[src/rtl/blink_rate_decoder.sv]
`timescale 1ns/1ps
`default_nettype none
// ============================================================================
//  Module      : blink_rate_decoder
//  Description : Recovers which of four blink rates drives a slow square wave
//                on an input pin. Measures edge-to-edge spacing, classifies it
//                against four nominal half-periods with a tolerance window and
//                reports the confirmed rate one-hot with valid/error/stall.
//  Revision    : 1.0 - initial release
// ============================================================================
module blink_rate_decoder #(
    parameter int unsigned HP0         = 25000000,
    parameter int unsigned HP1         = 50000000,
    parameter int unsigned HP2         = 100000000,
    parameter int unsigned HP3         = 150000000,
    parameter int unsigned TOL         = 2500000,
    parameter int unsigned TIMEOUT_CYC = 200000000,
    parameter int          CNT_W       = 28
) (
    input  logic             CLOCK_50,
    input  logic             RESET,
    input  logic             BLINK_IN,
    output logic [3:0]       RATE,
    output logic             VALID,
    output logic             ERR,
    output logic             STALL,
    output logic [CNT_W-1:0] HALF_PERIOD
);

    // Two-state measurement controller: FIRST waits for a reference edge,
    // RUN measures and classifies every following edge-to-edge spacing.
    localparam logic [0:0] c_ST_FIRST = 1'b0;
    localparam logic [0:0] c_ST_RUN   = 1'b1;

    localparam logic [CNT_W-1:0] c_TIMEOUT = CNT_W'(TIMEOUT_CYC);
    localparam logic [CNT_W-1:0] c_ONE     = CNT_W'(1);

    // Synchronizer (r_sync1/r_sync2) plus a delayed copy for edge detection.
    logic             r_sync1;
    logic             r_sync2;
    logic             r_sync3;
    logic             w_det;

    logic [CNT_W-1:0] r_cnt;

    logic [0:0]       r_state;
    logic             r_cand_vld;
    logic [1:0]       r_cand;
    logic [1:0]       r_conf;
    logic [1:0]       w_conf_next;
    logic [3:0]       r_rate;
    logic             r_valid;
    logic             r_err;
    logic             r_stall;
    logic [CNT_W-1:0] r_half;

    logic [3:0]       w_match;
    logic             w_match_any;
    logic [1:0]       w_match_idx;
    logic             w_same_cand;

    // Both polarities of transition count as an edge.
    assign w_det = r_sync2 ^ r_sync3;

    // Bring the asynchronous pin into the clock domain and keep one more stage for edge detect.
    always_ff @(posedge CLOCK_50) begin
        if (RESET) begin
            r_sync1 <= 1'b0;
            r_sync2 <= 1'b0;
            r_sync3 <= 1'b0;
        end else begin
            r_sync1 <= BLINK_IN;
            r_sync2 <= r_sync1;
            r_sync3 <= r_sync2;
        end
    end

    // Spacing counter: restarts at 1 on every edge so it holds the exact spacing at the next edge.
    always_ff @(posedge CLOCK_50) begin
        if (RESET) begin
            r_cnt <= '0;
        end else if (w_det) begin
            r_cnt <= c_ONE;
        end else if (r_cnt < c_TIMEOUT) begin
            r_cnt <= r_cnt + c_ONE;
        end
    end

    // One tolerance window per rate; windows never overlap, so at most one bit is set.
    for (genvar k = 0; k < 4; k++) begin : g_rate
        localparam int unsigned c_HPK = (k == 0) ? HP0 :
                                        (k == 1) ? HP1 :
                                        (k == 2) ? HP2 : HP3;
        localparam logic [CNT_W-1:0] c_LO = CNT_W'(c_HPK - TOL);
        localparam logic [CNT_W-1:0] c_HI = CNT_W'(c_HPK + TOL);
        assign w_match[k] = (r_cnt >= c_LO) && (r_cnt <= c_HI);
    end

    // Encode the matching rate index and compare it with the current candidate.
    always_comb begin
        w_match_any = |w_match;
        w_match_idx = 2'd0;
        for (int k = 0; k < 4; k++) begin
            if (w_match[k]) begin
                w_match_idx = 2'(k);
            end
        end
        w_same_cand = r_cand_vld && (r_cand == w_match_idx);
        w_conf_next = (r_conf == 2'd2) ? 2'd2 : r_conf + 2'd1;
    end

    // Measurement controller with registered outputs; detection takes priority over timeout.
    always_ff @(posedge CLOCK_50) begin
        if (RESET) begin
            r_state    <= c_ST_FIRST;
            r_cand_vld <= 1'b0;
            r_cand     <= 2'd0;
            r_conf     <= 2'd0;
            r_rate     <= 4'd0;
            r_valid    <= 1'b0;
            r_err      <= 1'b0;
            r_stall    <= 1'b0;
            r_half     <= '0;
        end else begin
            r_err <= 1'b0;
            case (r_state)
                c_ST_FIRST: begin
                    // The first edge is only a reference; nothing to classify yet.
                    if (w_det) begin
                        r_stall <= 1'b0;
                        r_state <= c_ST_RUN;
                    end
                end
                c_ST_RUN: begin
                    if (w_det) begin
                        r_half <= r_cnt;
                        if (w_match_any && w_same_cand) begin
                            r_conf <= w_conf_next;
                            if (w_conf_next == 2'd2) begin
                                r_valid <= 1'b1;
                                r_rate  <= w_match;
                            end
                        end else if (w_match_any) begin
                            r_cand_vld <= 1'b1;
                            r_cand     <= w_match_idx;
                            r_conf     <= 2'd1;
                            r_valid    <= 1'b0;
                            r_rate     <= 4'd0;
                        end else begin
                            // Bad spacing: drop the lock but keep this edge as the next reference.
                            r_err      <= 1'b1;
                            r_valid    <= 1'b0;
                            r_rate     <= 4'd0;
                            r_cand_vld <= 1'b0;
                            r_cand     <= 2'd0;
                            r_conf     <= 2'd0;
                        end
                    end else if (r_cnt == c_TIMEOUT) begin
                        r_stall    <= 1'b1;
                        r_valid    <= 1'b0;
                        r_rate     <= 4'd0;
                        r_cand_vld <= 1'b0;
                        r_cand     <= 2'd0;
                        r_conf     <= 2'd0;
                        r_state    <= c_ST_FIRST;
                    end
                end
                default: begin
                    r_state <= c_ST_FIRST;
                end
            endcase
        end
    end

    assign RATE        = r_rate;
    assign VALID       = r_valid;
    assign ERR         = r_err;
    assign STALL       = r_stall;
    assign HALF_PERIOD = r_half;

endmodule
`default_nettype wire

[config.mk]
export PLATFORM = sky130hd
export DESIGN_NAME = blink_rate_decoder
export DESIGN_NICKNAME = d
export VERILOG_FILES = /design/src/rtl/blink_rate_decoder.sv
export SDC_FILE = /design/constraint.sdc
export NUM_CORES = 1
export LEC_CHECK = 0
export ABC_AREA = 1
export CAP_MARGIN = 20
export CORE_MARGIN = 8
export CORE_UTILIZATION = 49
export CTS_BUF_LIST = sky130_fd_sc_hd__clkbuf_8
export CTS_CLUSTER_SIZE = 24
export DETAILED_ROUTE_END_ITERATION = 10
export MAX_ROUTING_LAYER = met4
export PLACE_DENSITY_LB_ADDON = 0.15
export SLEW_MARGIN = 20
export SYNTH_ARGS = -nofsm -noshare
export SYNTH_HDL_FRONTEND = slang
export SYNTH_SLANG_ARGS = --single-unit
[constraint.sdc]
create_clock -name CLOCK_50 -period 1.8 [get_ports CLOCK_50]
set_clock_uncertainty 0.2 [all_clocks]
set_input_delay 0.18 -clock CLOCK_50 [delete_from_list [all_inputs] [get_ports CLOCK_50]]
set_output_delay 0.18 -clock CLOCK_50 [all_outputs]
set_load 0.05 [all_outputs]
==> results of run 1 <==
cells by family (layout without fill, tap and decap cells):
group / Yosys count / after routing / share of synthesized area
flip-flops: 72 / 72 / 0.332
XOR/XNOR: 4 / 4 / 0.00807
adder cells (fa/ha/maj): 3 / 3 / 0.00865
AND/OR/NAND/NOR: 384 / 385 / 0.402
AO/OA/AOI/OAI: 118 / 118 / 0.148
buffers and inverters: 102 / 328 / 0.102
sequential cells by signal, summed over array words and instances (netlist names):
signal       flops
ERR              1
r_cnt           28
r_cand           2
VALID            1
r_cand_vld       1
r_conf           2
r_sync3          1
r_state          1
HALF_PERIOD     28
RATE             4
r_sync2          1
STALL            1
r_sync1          1
metrics by stage:
stage	util	power [mW]	setup slack [ps]
floorplan	-	1.83	-183
global placement	0.695	1.94	-554
detailed placement	0.695	1.95	-616
CTS	0.782	3.57	-438
global route	0.840	3.67	-697
finish	0.840	3.60	-647
cell usage in the layout (no fill, tap or decap), drive strengths merged, types with 3 or more instances in the layout:
cell / count
nor2: 118
nand2: 164
nand3: 55
o21ai: 47
a21oi: 61
xor2: 4
clkbuf: 9
bufinv: 3
nand4: 16
ha: 3
o21a: 3
nor4: 3
buf: 235
inv: 77
dfxtp: 72
nor3: 25
Yosys cell counts:
master | count | area, sq um
buf_4 | 8 | 60.1
nor2_1 | 109 | 409
nand3_2 | 2 | 20.0
o21a_1 | 3 | 22.5
a211oi_1 | 1 | 7.51
nor3_1 | 22 | 110
or2_1 | 1 | 6.26
ha_1 | 3 | 37.5
o21ai_0 | 44 | 220
nor3_2 | 2 | 20.0
nand2_1 | 151 | 567
or2_2 | 1 | 6.26
o21ai_1 | 1 | 5.00
nor3b_1 | 1 | 7.51
buf_2 | 3 | 15.0
a21boi_4 | 1 | 18.8
inv_1 | 66 | 248
o22ai_1 | 1 | 6.26
a221oi_2 | 1 | 15.0
inv_2 | 8 | 30.0
nand3_1 | 53 | 265
a31oi_1 | 1 | 6.26
clkbuf_1 | 13 | 48.8
nor4_2 | 1 | 12.5
nor4b_4 | 1 | 23.8
dfxtp_1 | 72 | 1440
xor2_1 | 4 | 35.0
nor4_1 | 2 | 12.5
o21ai_2 | 2 | 17.5
a22oi_1 | 1 | 7.51
nand4_1 | 16 | 100
nor2_2 | 5 | 31.3
nor2_4 | 4 | 45.0
inv_4 | 1 | 6.26
nand2_2 | 9 | 56.3
nand2_4 | 3 | 33.8
buf_6 | 3 | 33.8
nor3_4 | 1 | 16.3
a21oi_1 | 61 | 305
o2111ai_1 | 1 | 8.76
routing by layer:
metal	routed length (microns)	vias up
li1	-	2668
met1	7100	2716
met2	9220	383
met3	1520	139
met4	1420	0
met5	0	-
what timing repair did:
item                       CTS  global route
cloned                       1             0
pin swaps                   31            62
setup endpoints to repair   41            41
setup buffers               23            10
resized for setup          105           122
power by group:
part	internal, mW	switching (mW)	total, mW
clock network	0.939	0.738	1.68
logic	0.102	0.195	0.297
registers	1.60	0.0196	1.62
final cells by class:
class                      instances  area, sq um  area share
inverter                          75          319      0.0440
sequential                        72         1500       0.207
tap                              108          135      0.0186
clock buffer                       9          124      0.0171
clock inverter                     7          125      0.0173
timing repair buffer             237         1920       0.265
multi-input combinational        510         3120       0.431
worst paths after layout:
kind,end,depth (start not counted)
setup / recovery,RATE[2],17
hold / removal,r_sync1,3
setup reg to reg,RATE[2],17
hold reg to reg,r_sync2,2
worst max-delay path: cells and delay by family (launching register included):
| kind | cells | cell delay [ps] |
|---|---|---|
| and+or+nand+nor | 13 | 1440 |
| DFF | 1 | 360 |
| buffers and inverters | 3 | 230 |
| AOI/OAI and AO/OA | 1 | 160 |
==> out/metrics.csv, run 1 <==
stage,metric,value,unit
run_status,status,finished with violations,
run_status,violations,negative setup slack,
timing,finalMaxSlewViolations,0,
cts,cts_tree,done,
floorplan,num_rows,34,
worst_hold_path,hold_start,BLINK_IN,
worst_setup_path,end_kind,flip-flop,
routing,dr.pass1.iters,8,
synth,synth-seq-area-share,0.332,
floorplan,io-pin-count,38,
timing,rsz0062_at_grt,yes,
worst_setup_path,r2r-start,r_cnt[25],
cts,cts_root_buf,clkbuf_8,
worst_setup_path,arrival,2560,ps
placed_design,detailed_place_hpwl,12.3,mm
grt,grt_use_met2,0.492,
layout,layout.nets,911,
routing,postRouteAntennaNets,0,
cts,cts_sinks,72,
synth,ys_types,40,
routing,wl_per_cell,18.9,microns
grt,grt_max_degree,58,
layout,design_area,7250,sq um
power,vdd_ir_drop_max,516,uV
timing,worst_slack,-647,ps
routing,avgViaCountPerCell,5.80,
cts,h-tree-depth,3,
synth,synthCells,683,
worst_setup_path,max_stage_delay,360,ps
routing,drt_iter0_markers,622,
run,maxCapViolCount,0,
placed_design,placed_area,6000,sq um
timing,holdWs,121,ps
synth,synth_nets,689,
floorplan,die_h,110,microns
grt,grt_pass1_wl,27.0,mm
worst_setup_path,critPathLaunch,r_cnt[25],
placed_design,dp.cells,969,
layout,diodes,0,
synth,syn-cell-area,4340,sq um
layout,area_growth,67.1,%
floorplan,die_x,110,microns
cts,clkLatencyLatePin,370,ps
routing,drc_errors,0,
synth,yosysWarnings,0,
worst_setup_path,cp_cell_sequence,buf_6 -> inv_6 -> nand2_4 -> nor2_2 -> nand2_1 -> nand3_1 -> nor2_1 -> nand2_1 -> nand2_2 -> nand2_4 -> nand2_4 -> inv_4 -> nor2_4 -> nand3_4 -> nand2_4 -> nand3_2 -> a21oi_2,
routing,drt_wl_total,19.3,mm
floorplan,die_area,12100,sq um
timing,fmax,409,MHz
layout,finalNonFillerCells,1018,
grt,busiest_layer,met2,
placed_design,gp_congestion,1.10,
grt,grt_overflow,0,
power,p_leak,3.26,nW
grt,antenna_found_initial,0,
worst_setup_path,path_class,reg2reg,
grt,track_usage,0.295,
cts,cts_max_path_buffers,2,
grt,grt_pass1_vias,5537,
timing,setup_tns,-15440,ps
worst_setup_path,critPathSlowestCell,dfxtp_2,
synth,ys_seq_elements,72,
timing,worst_slew_pin_slew,309,ps
synth,syn_area_per_cell,6.35,sq um
worst_hold_path,hold_path_class,in2reg,
floorplan,start_util,0.502,
power,power.density,496,nW/um^2
worst_setup_path,setup.worst_path.start_class,flip-flop,
worst_setup_path,critPathRequiredTime,1910,ps
placed_design,io_buffers,37,
timing,final.min_clock_period,2450,ps
floorplan,core,8640,sq um
worst_setup_path,cp_max_fo,6,
timing,max_slew_margin,0.792,
timing,setup_viol,41,
grt,use_met3,0.0477,
cts,clkSlewWorstSetupHoldPaths,100,ps
timing,timing.final.hold_violations,0,
routing,dr_total_vias,5906,
cts,numCtsBuffers,9,
timing,finalCritPeriodShare,1.36,
worst_setup_path,crit_top_cell,nand2_4,
layout,n_fill_cell,532,
cts,cts.hold.buffers_added,0,
worst_setup_path,r2r_slack,-650,ps
layout,drive_above_1_share,0.508,
grt,grtUsageMet1,0.322,
Power figures use the tool's default switching activity.
==> run 2: changes to the inputs <==
--- a/config.mk
+++ b/config.mk
@@ -10,10 +10,12 @@
 export CORE_MARGIN = 8
 export CORE_UTILIZATION = 49
 export CTS_BUF_LIST = sky130_fd_sc_hd__clkbuf_8
+export CTS_CLUSTER_DIAMETER = 100
 export CTS_CLUSTER_SIZE = 24
 export DETAILED_ROUTE_END_ITERATION = 10
 export MAX_ROUTING_LAYER = met4
 export PLACE_DENSITY_LB_ADDON = 0.15
+export RECOVER_POWER = 25
 export SLEW_MARGIN = 20
 export SYNTH_ARGS = -nofsm -noshare
 export SYNTH_HDL_FRONTEND = slang
==> run 2 against run 1 <==
  * The flow still finishes with violations (negative setup slack)
  * Power down 0.52%
  * Register-to-register slack worse by 20 ps
  * Clock-buffer cell count unchanged
  * Global-route usage is the same
  * Critical endpoint unchanged
  * Flip-flop and latch count unchanged
  * Via count shrank 0.20%
  * Highest routed layer unchanged
  * Critical path depth stayed put
  * Worst hold slack improved by 6.7 ps
  * Largest cell class unchanged
==> out/metrics.csv, run 2 (synthesis results as in run 1) <==
stage,metric,value,unit,change
run_status,status,finished with violations,,
run_status,violations,negative setup slack,,
floorplan,io-pin-count,38,,unchanged
cts,h-tree-depth,3,,unchanged
worst_setup_path,critPathRequiredTime,1900,ps,about the same
placed_design,placed_area,6000,sq um,unchanged
grt,antenna_found_initial,0,,unchanged
timing,rsz0062_at_grt,yes,,
timing,holdWs,127,ps,+6.69 ps
cts,clkSlewWorstSetupHoldPaths,100,ps,about the same
cts,cts_tree,done,,
grt,grt_overflow,0,,unchanged
grt,track_usage,0.295,,unchanged
grt,grt_max_degree,58,,unchanged
placed_design,io_buffers,37,,unchanged
cts,numCtsBuffers,9,,unchanged
worst_setup_path,arrival,2570,ps,about the same
floorplan,die_area,12100,sq um,unchanged
timing,finalCritPeriodShare,1.37,,+0.00979
routing,postRouteAntennaNets,0,,unchanged
layout,final-seq-area,1500,sq um,unchanged
timing,timing.final.hold_violations,0,,unchanged
routing,dr.pass1.iters,6,,-2
routing,met3_length,1.65,mm,+8.3%
run,maxCapViolCount,0,,unchanged
worst_setup_path,cp_max_fo,6,,unchanged
worst_setup_path,end_kind,flip-flop,,
power,p_leak,3.21,nW,-1.8%
grt,grt_pass1_vias,5537,,unchanged
routing,drc_errors,0,,unchanged
floorplan,num_rows,34,,unchanged
routing,maxUsedRoutingLayer,met4,,
timing,finalMaxSlewViolations,0,,unchanged
floorplan,core,8640,sq um,unchanged
placed_design,gp_congestion,1.10,,unchanged
layout,finalNonFillerCells,1018,,unchanged
grt,grt_pass1_wl,27.0,mm,unchanged
layout,drive_above_1_share,0.492,,-0.0154
worst_setup_path,critPathSlowestCell,dfxtp_2,,
routing,avgViaCountPerCell,5.79,,-0.20%
floorplan,start_util,0.502,,unchanged
floorplan,die_h,110,microns,unchanged
placed_design,detailed_place_hpwl,12.3,mm,unchanged
timing,max_slew_margin,0.587,,-0.205
routing,dr_wl_met2,9.16,mm,-0.70%
cts,clkLatencyLatePin,370,ps,about the same
layout,n_fill_cell,558,,+4.9%
power,vdd_ir_drop_max,519,uV,+0.44%
routing,wl_per_cell,18.9,microns,-0.38%
layout,design_area,7200,sq um,-0.72%
worst_setup_path,cp_cell_sequence,buf_6 -> inv_6 -> nand2_4 -> nor2_2 -> nand2_1 -> nand3_1 -> nor2_1 -> nand2_1 -> nand2_2 -> nand2_4 -> nand2_4 -> inv_4 -> nor2_4 -> nand3_4 -> nand2_4 -> nand3_2 -> a21oi_2,,
worst_setup_path,max_stage_delay,370,ps,about the same
cts,cts_root_buf,clkbuf_8,,
cts,cts_max_path_buffers,2,,unchanged
layout,diodes,0,,unchanged
timing,worst_slack,-665,ps,-17.6 ps
timing,setup_viol,41,,unchanged
cts,cts_sinks,72,,unchanged
floorplan,die_x,110,microns,unchanged
layout,layout_commonest_cell,buf_4,,
power,power.density,497,nW/um^2,+0.21%
layout,area_growth,65.9,%,
layout,final_cell_mix,"buf_4 (196), nand2_1 (117), nor2_1 (61), a21oi_1 (52)",,
worst_setup_path,crit_top_cell,nand2_4,,
layout,multi_input_area,3120,sq um,unchanged
routing,wl_met1,6.95,mm,-2.1%
worst_setup_path,setup.worst_path.start_class,flip-flop,,
layout,layout.nets,911,,unchanged
routing,drt_wl_total,19.2,mm,-0.38%
timing,worst_slew_pin_slew,622,ps,+313 ps
worst_setup_path,r2r_slack,-660,ps,-20 ps
timing,final.min_clock_period,2460,ps,+17.6 ps
routing,drt_iter0_markers,646,,+3.9%
placed_design,dp.cells,969,,unchanged
routing,dr_total_vias,5894,,-0.20%
worst_hold_path,hold_path_class,in2reg,,
timing,fmax,406,MHz,-0.72%
worst_setup_path,path_class,reg2reg,,
[run 2: cell types whose count changed in the layout (fill, tap and decap cells not counted)]
cell             change
clkdlybuf4s50_1      -1
buf_4               -14
dlygate4sd3_1        +1
clkbuf_1            +14
[run 2: worst max-delay path, delay by kind of cell (launching register included)]
family | cells | cell delay (ps)
AOI/OAI and AO/OA | 1 | 160
buffers and inverters | 3 | 230
DFF | 1 | 370
and+or+nand+nor | 13 | 1460
[run 2: final cells by class]
cell class / instances / area share
Inverter: 75 / 0.0443
Multi-Input combinational cell: 510 / 0.434
Clock buffer: 9 / 0.0172
Timing Repair Buffer: 237 / 0.260
Tap cell: 108 / 0.0188
Clock inverter: 7 / 0.0174
Sequential cell: 72 / 0.209
[run 2: stage by stage]
stage          worst slack [ps]   util  power (mW)  TNS [ps]
5_1_grt                    -699  0.834        3.66    -18490
3_3_place_gp               -554  0.695        1.94    -13740
6_report                   -665  0.834        3.58    -15410
3_5_place_dp               -616  0.695        1.95    -15700
2_1_floorplan              -183      -        1.83     -3450
4_1_cts                    -438  0.782        3.57    -11330
[run 2: metal layers]
layer / up-vias / track usage
li1: 2673 / -
met1: 2696 / 0.322
met2: 386 / 0.492
met3: 139 / 0.0477
met4: 0 / 0.189
met5: - / -
[run 2: report_power, final]
part	total, mW	switching [mW]	internal (mW)	leakage (nW)
clock network	1.67	0.729	0.939	0.125
registers	1.62	0.0188	1.60	0.598
logic	0.289	0.195	0.0937	2.48
total	3.58	0.943	2.64	3.21
[run 2: final timing paths]
path                            startpoint  endpoint  cells after the start
worst max-delay path             r_cnt[25]   RATE[2]                     17
worst min register to register     r_sync1   r_sync2                      2
worst max register to register   r_cnt[25]   RATE[2]                     17
worst min-delay path              BLINK_IN   r_sync1                      3
[run 2: timing repair]
item                       CTS  global route
pin swaps                   31            62
buffers inserted            23            10
setup endpoints to repair   41            41
resized for setup          105           122
cloned                       1             0
hold buffers                 0             0
==> RTL change 1 (settings of run 2) <==
Make the reset (`RESET`) asynchronous in 3 clocked blocks.
--- a/src/rtl/blink_rate_decoder.sv
+++ b/src/rtl/blink_rate_decoder.sv
@@ -63,7 +63,7 @@
     assign w_det = r_sync2 ^ r_sync3;
 
     // Bring the asynchronous pin into the clock domain and keep one more stage for edge detect.
-    always_ff @(posedge CLOCK_50) begin
+    always_ff @(posedge CLOCK_50 or posedge RESET) begin
         if (RESET) begin
             r_sync1 <= 1'b0;
             r_sync2 <= 1'b0;
@@ -76,7 +76,7 @@
     end
 
     // Spacing counter: restarts at 1 on every edge so it holds the exact spacing at the next edge.
-    always_ff @(posedge CLOCK_50) begin
+    always_ff @(posedge CLOCK_50 or posedge RESET) begin
         if (RESET) begin
             r_cnt <= '0;
         end else if (w_det) begin
@@ -110,7 +110,7 @@
     end
 
     // Measurement controller with registered outputs; detection takes priority over timeout.
-    always_ff @(posedge CLOCK_50) begin
+    always_ff @(posedge CLOCK_50 or posedge RESET) begin
         if (RESET) begin
             r_state    <= c_ST_FIRST;
             r_cand_vld <= 1'b0;
Behaviour: differs if RESET is asserted again (counterexample within 10 cycles, from zero or initial values and one cycle with RESET high); with RESET held inactive, the same outputs for 10 cycles.
==> RTL change 1 against run 2 <==
The flow still finishes with violations (setup timing). Sequential share of layout area increased by 5.1 points. Critical path depth unchanged. Routed wire length decreased by 8.0%. Worst setup slack improved by 0.12 ns. Global-route usage decreased by 1.5 points. Clock power decreased by 12%. Combinational power increased by 18%. Die area increased by 3.9%. Area after synthesis increased by 4.6%. Synthesized cell count decreased by 5.1%. Sequential cell count unchanged. Worst hold slack improved by 0.047 ns. Cell area decreased by 2.8%. Power decreased by 3.0%.
==> RTL change 1: results (changes against run 2) <==
- Vias in the first global route: 5303 (-4.2%)
- Drt pass-1 iters: 5 (-1)
- WL met2: 8.12 mm (-11%)
- Final setup vio count: 39 (-4.9%)
- Metal3 WL: 1.42 mm (-14%)
- Met3 Usage GRT: 5.58% (+0.81 points)
- Post-route insts no fill: 977 (-4.0%)
- Final setup margin: -0.542 ns (+0.123 ns)
- Net Sw Power: 940 µW (-0.30%)
- GR Util met2: 42.6% (-6.6 points)
- Post-cts sizing count: 50 (-52%)
- Post-CTS Setup Repair Bufs: 11 (-52%)
- DR WL/cell: 18.1 µm (-4.1%)
- First-pass GRT wire length: 27.0 mm (about the same)
- Worst hold slack: 0.175 ns (+0.0474 ns)
- HP Class: reg2reg
- Setup_tns: -13.83 ns (+1.58 ns)
- Grt met1 use: 34.9% (+2.7 points)
- Initial DRC count: 520 (-20%)
- WP data arrival: 2.43 ns (-0.14 ns)
- Layout cells sized above 1: 46.2% (-3.0 points)
- Dpl hpwl: 13.2 mm (+6.8%)
- Failing checks: setup timing
- VDD IR max: 0.414 mV (-20%)
- Status: finished with violations
- Seq/Total Area, Yosys: 39.7% (+6.5 points)
- Via density: 5.64 (-2.5%)
- Placed Cells: 938 (-3.2%)
- Number of fill cells: 662 (+19%)
- Largest net degree at the start of global routing: 73 (+26%)
- Nets: 867 (-4.8%)
- All-Layer GR Usage: 28.0% (-1.5 points)
- FFs w/ async S/R, synth: 100% (+100 points)
- CP max-delay cell: dfrtp_1
- Synth top area cells: dfrtp_1 (40%), nand2_1 (15%), nor2_1 (6.6%)
-- RTL change 1: changes by cell type after synthesis, sizes merged, moves of 24 or more --
cell / delta
a21oi: -29
dfrtp: +72
dfxtp: -72
nand2: +27
nor2: -24
-- RTL change 1: area by class of cell --
type / instances / area (µm²) / share of cell area (%)
flip-flops and latches: 72 / 1820 / 26.0
repair buffers: 222 / 1730 / 24.7
multi-input cells: 489 / 2800 / 40.0
clock buffers: 9 / 124 / 1.77
clock inverters: 7 / 96.3 / 1.38
inverters: 67 / 288 / 4.11
well taps: 111 / 139 / 1.98
-- RTL change 1: cells by family after synthesis --
| group | synth area share [%] |
|---|---|
| compound gates | 11.0 |
| simple gates | 39.7 |
| buf+inv | 8.41 |
| xor+xnor | 0.386 |
| flops | 39.7 |
| fa+ha+maj | 0.827 |
-- RTL change 1: path summary, 6_finish.rpt --
kind / to / cells after the start / startpoint
setup / recovery: RATE[1]$_DFFE_PP0P_ / 17 / r_cnt[6]$_DFFE_PP0P_
hold / removal: r_sync2$_DFF_PP0_ / 0 / r_sync1$_DFF_PP0_
setup reg to reg: RATE[1]$_DFFE_PP0P_ / 17 / r_cnt[6]$_DFFE_PP0P_
hold reg to reg: r_sync2$_DFF_PP0_ / 0 / r_sync1$_DFF_PP0_
max in group asynchronous: r_cnt[24]$_DFFE_PP0P_ / 3 / RESET
min in group asynchronous: r_cnt[12]$_DFFE_PP0P_ / 3 / RESET
-- RTL change 1: power groups by stage --
stage	clock network (µW)	logic, µW	registers [µW]
3_5_place_dp	0	309	1690
4_1_cts	1480	328	1660
5_1_grt	1530	368	1660
3_3_place_gp	0	301	1690
2_1_floorplan	0	130	1730
6_report	1470	342	1660
==> RTL change 2 (flow settings as in run 2) <==
Made on the original files. The parameter `CNT_W` goes from 28 to 42.
--- a/src/rtl/blink_rate_decoder.sv
+++ b/src/rtl/blink_rate_decoder.sv
@@ -15,7 +15,7 @@
     parameter int unsigned HP3         = 150000000,
     parameter int unsigned TOL         = 2500000,
     parameter int unsigned TIMEOUT_CYC = 200000000,
-    parameter int          CNT_W       = 28
+    parameter int          CNT_W       = 42
 ) (
     input  logic             CLOCK_50,
     input  logic             RESET,
Ports: changed (resized HALF_PERIOD); port bits go from 38 to 52. The function was not compared with the original's and may differ.
==> RTL change 2 against run 2 <==
The run still ends with setup timing left. Area after synthesis up 28%. Sequential cell count rose by 28. Critical endpoint is now RATE[1]$_SDFFE_PP0P_. Via count increased by 15%. Power is 9.0% higher. Routed wire length is 14% higher. Cell area increased by 17%. Non-clock buffer count is 23 higher. Worst setup slack better by 0.021 ns.
==> RTL change 2: results (changes against run 2) <==
- Status: finished with violations
- Failing checks: setup timing
- Ys Warns: 0 (unchanged)
- Synth top cells by count: nand2_1 (188), nor2_1 (102), dfxtp_1 (100), nand3_1 (90), inv_1 (85)
- Final setup vio count: 41 (unchanged)
- Clock insertion delay at the later pin of the skew report: 0.40 ns (+0.03 ns)
- Pleak: 0.00360 µW (+12%)
- DR WL/cell: 17.9 µm (-4.9%)
- Placer Congestion: 0.994 (-9.4%)
- Initial DRC count: 776 (+20%)
- Number of fill cells: 836 (+50%)
- Inverter count: 98 (+31%)
- Post-Syn Nets: 848 (+23%)
- Area share of fa/ha/maj cells after synthesis: 0.678% (-0.19 points)
- VDD IR max: 0.692 mV (+33%)
- FF-to-FF End: RATE[1]$_SDFFE_PP0P_
- Comb_multi_in: 606 (+19%)
- Signal buffers: 260 (+9.7%)
- Post-Synth XOR/XNOR Area: 0.316% (-0.49 points)
- Final setup margin: -0.644 ns (+0.0211 ns)
- Grt met1 use: 32.4% (+0.19 points)
- Metal3 WL: 1.46 mm (-11%)
- Seq cells: 100 (+39%)
- Synth top area cells: dfxtp_1 (36%), nand2_1 (13%), nand3_1 (8.1%)
- WL met2: 10.9 mm (+19%)
- Worst r2r path cells: 12 (-5)
- Drt pass-1 iters: 5 (-1)
- WL met1: 8.66 mm (+25%)
- Compound-gate portion of the synthesized area: 11.3% (-3.5 points)
- Sequential cell area share: 24.7% (+3.8 points)
- Post-synth cell types: 41 (+2.5%)
- R2R setup slack: -0.64 ns (+0.02 ns)
- WP data arrival: 2.58 ns (about the same)
- PortBufs: 51 (+38%)
- Setup_tns: -16.11 ns (-0.703 ns)
- Cell Area, Synth: 0.00554 mm² (+28%)
- First-pass GRT wire length: 32.9 mm (+22%)
- Layout clock area frac: 2.17% (-1.3 points)
- Vias in the first global route: 6501 (+17%)
- Worst r2r src: r_cnt[0]$_SDFFE_PP0P_
- Dpl hpwl: 15.6 mm (+26%)
- All-Layer GR Usage: 28.9% (-0.59 points)
- Met3 Usage GRT: 5.47% (+0.71 points)
- Worst slew pin tran: 0.350 ns (-0.272 ns)
- Nets: 1081 (+19%)
[RTL change 2: where the power goes]
| part | switching, µW | total, µW | internal (µW) |
|---|---|---|---|
| sequential | 12.6 | 2210 | 2200 |
| combinational | 182 | 269 | 87.1 |
| clock | 891 | 1420 | 527 |
| total | 1090 | 3900 | 2820 |
[RTL change 2: what timing repair did]
action / 4_1_cts / 5_1_grt
cloned: 1 / 0
pin swaps: 29 / 42
hold endpoints to repair: 4 / 0
buffers inserted: 13 / 13
gates resized for setup: 86 / 121
hold buffers: 1 / 0
setup endpoints to repair: 41 / 95
[RTL change 2: how the worst min path moves through the flow]
| stage | start | endpoint | slack (ns) |
|---|---|---|---|
| after detailed placement | r_sync1$_SDFF_PP0_ | r_sync2$_SDFF_PP0_ | 0.20 |
| after floorplan | BLINK_IN | r_sync1$_SDFF_PP0_ | 0.09 |
| after global routing | BLINK_IN | r_sync1$_SDFF_PP0_ | 0.15 |
| after global placement | r_sync1$_SDFF_PP0_ | r_sync2$_SDFF_PP0_ | 0.20 |
| final | BLINK_IN | r_sync1$_SDFF_PP0_ | 0.12 |
| after CTS | BLINK_IN | r_sync1$_SDFF_PP0_ | 0.1 |
[RTL change 2: cells by family after synthesis]
family / count (synthesis)
AOI/OAI and AO/OA: 118
xor gates and xnor gates: 2
adders and majority gates: 3
buffers and inverters: 137
DFF: 100
and+or+nand+nor: 482
[RTL change 2: metrics by stage]
stage,cells,total power [µW],util [%],setup WS [ns]
finish,1223,3900,74.9,-0.644
global route,1223,4020,74.9,-0.752
CTS,1212,3900,70.5,-0.538
detailed placement,1182,2510,65.6,-0.716
global placement,1182,2500,65.6,-0.733
floorplan,842,2410,-,-0.279
[RTL change 2: tightest hold or removal path: cells and delay by family]
kind,cells,cell delay (ns)
buf+inv,2,0.47
simple gates,1,0.04
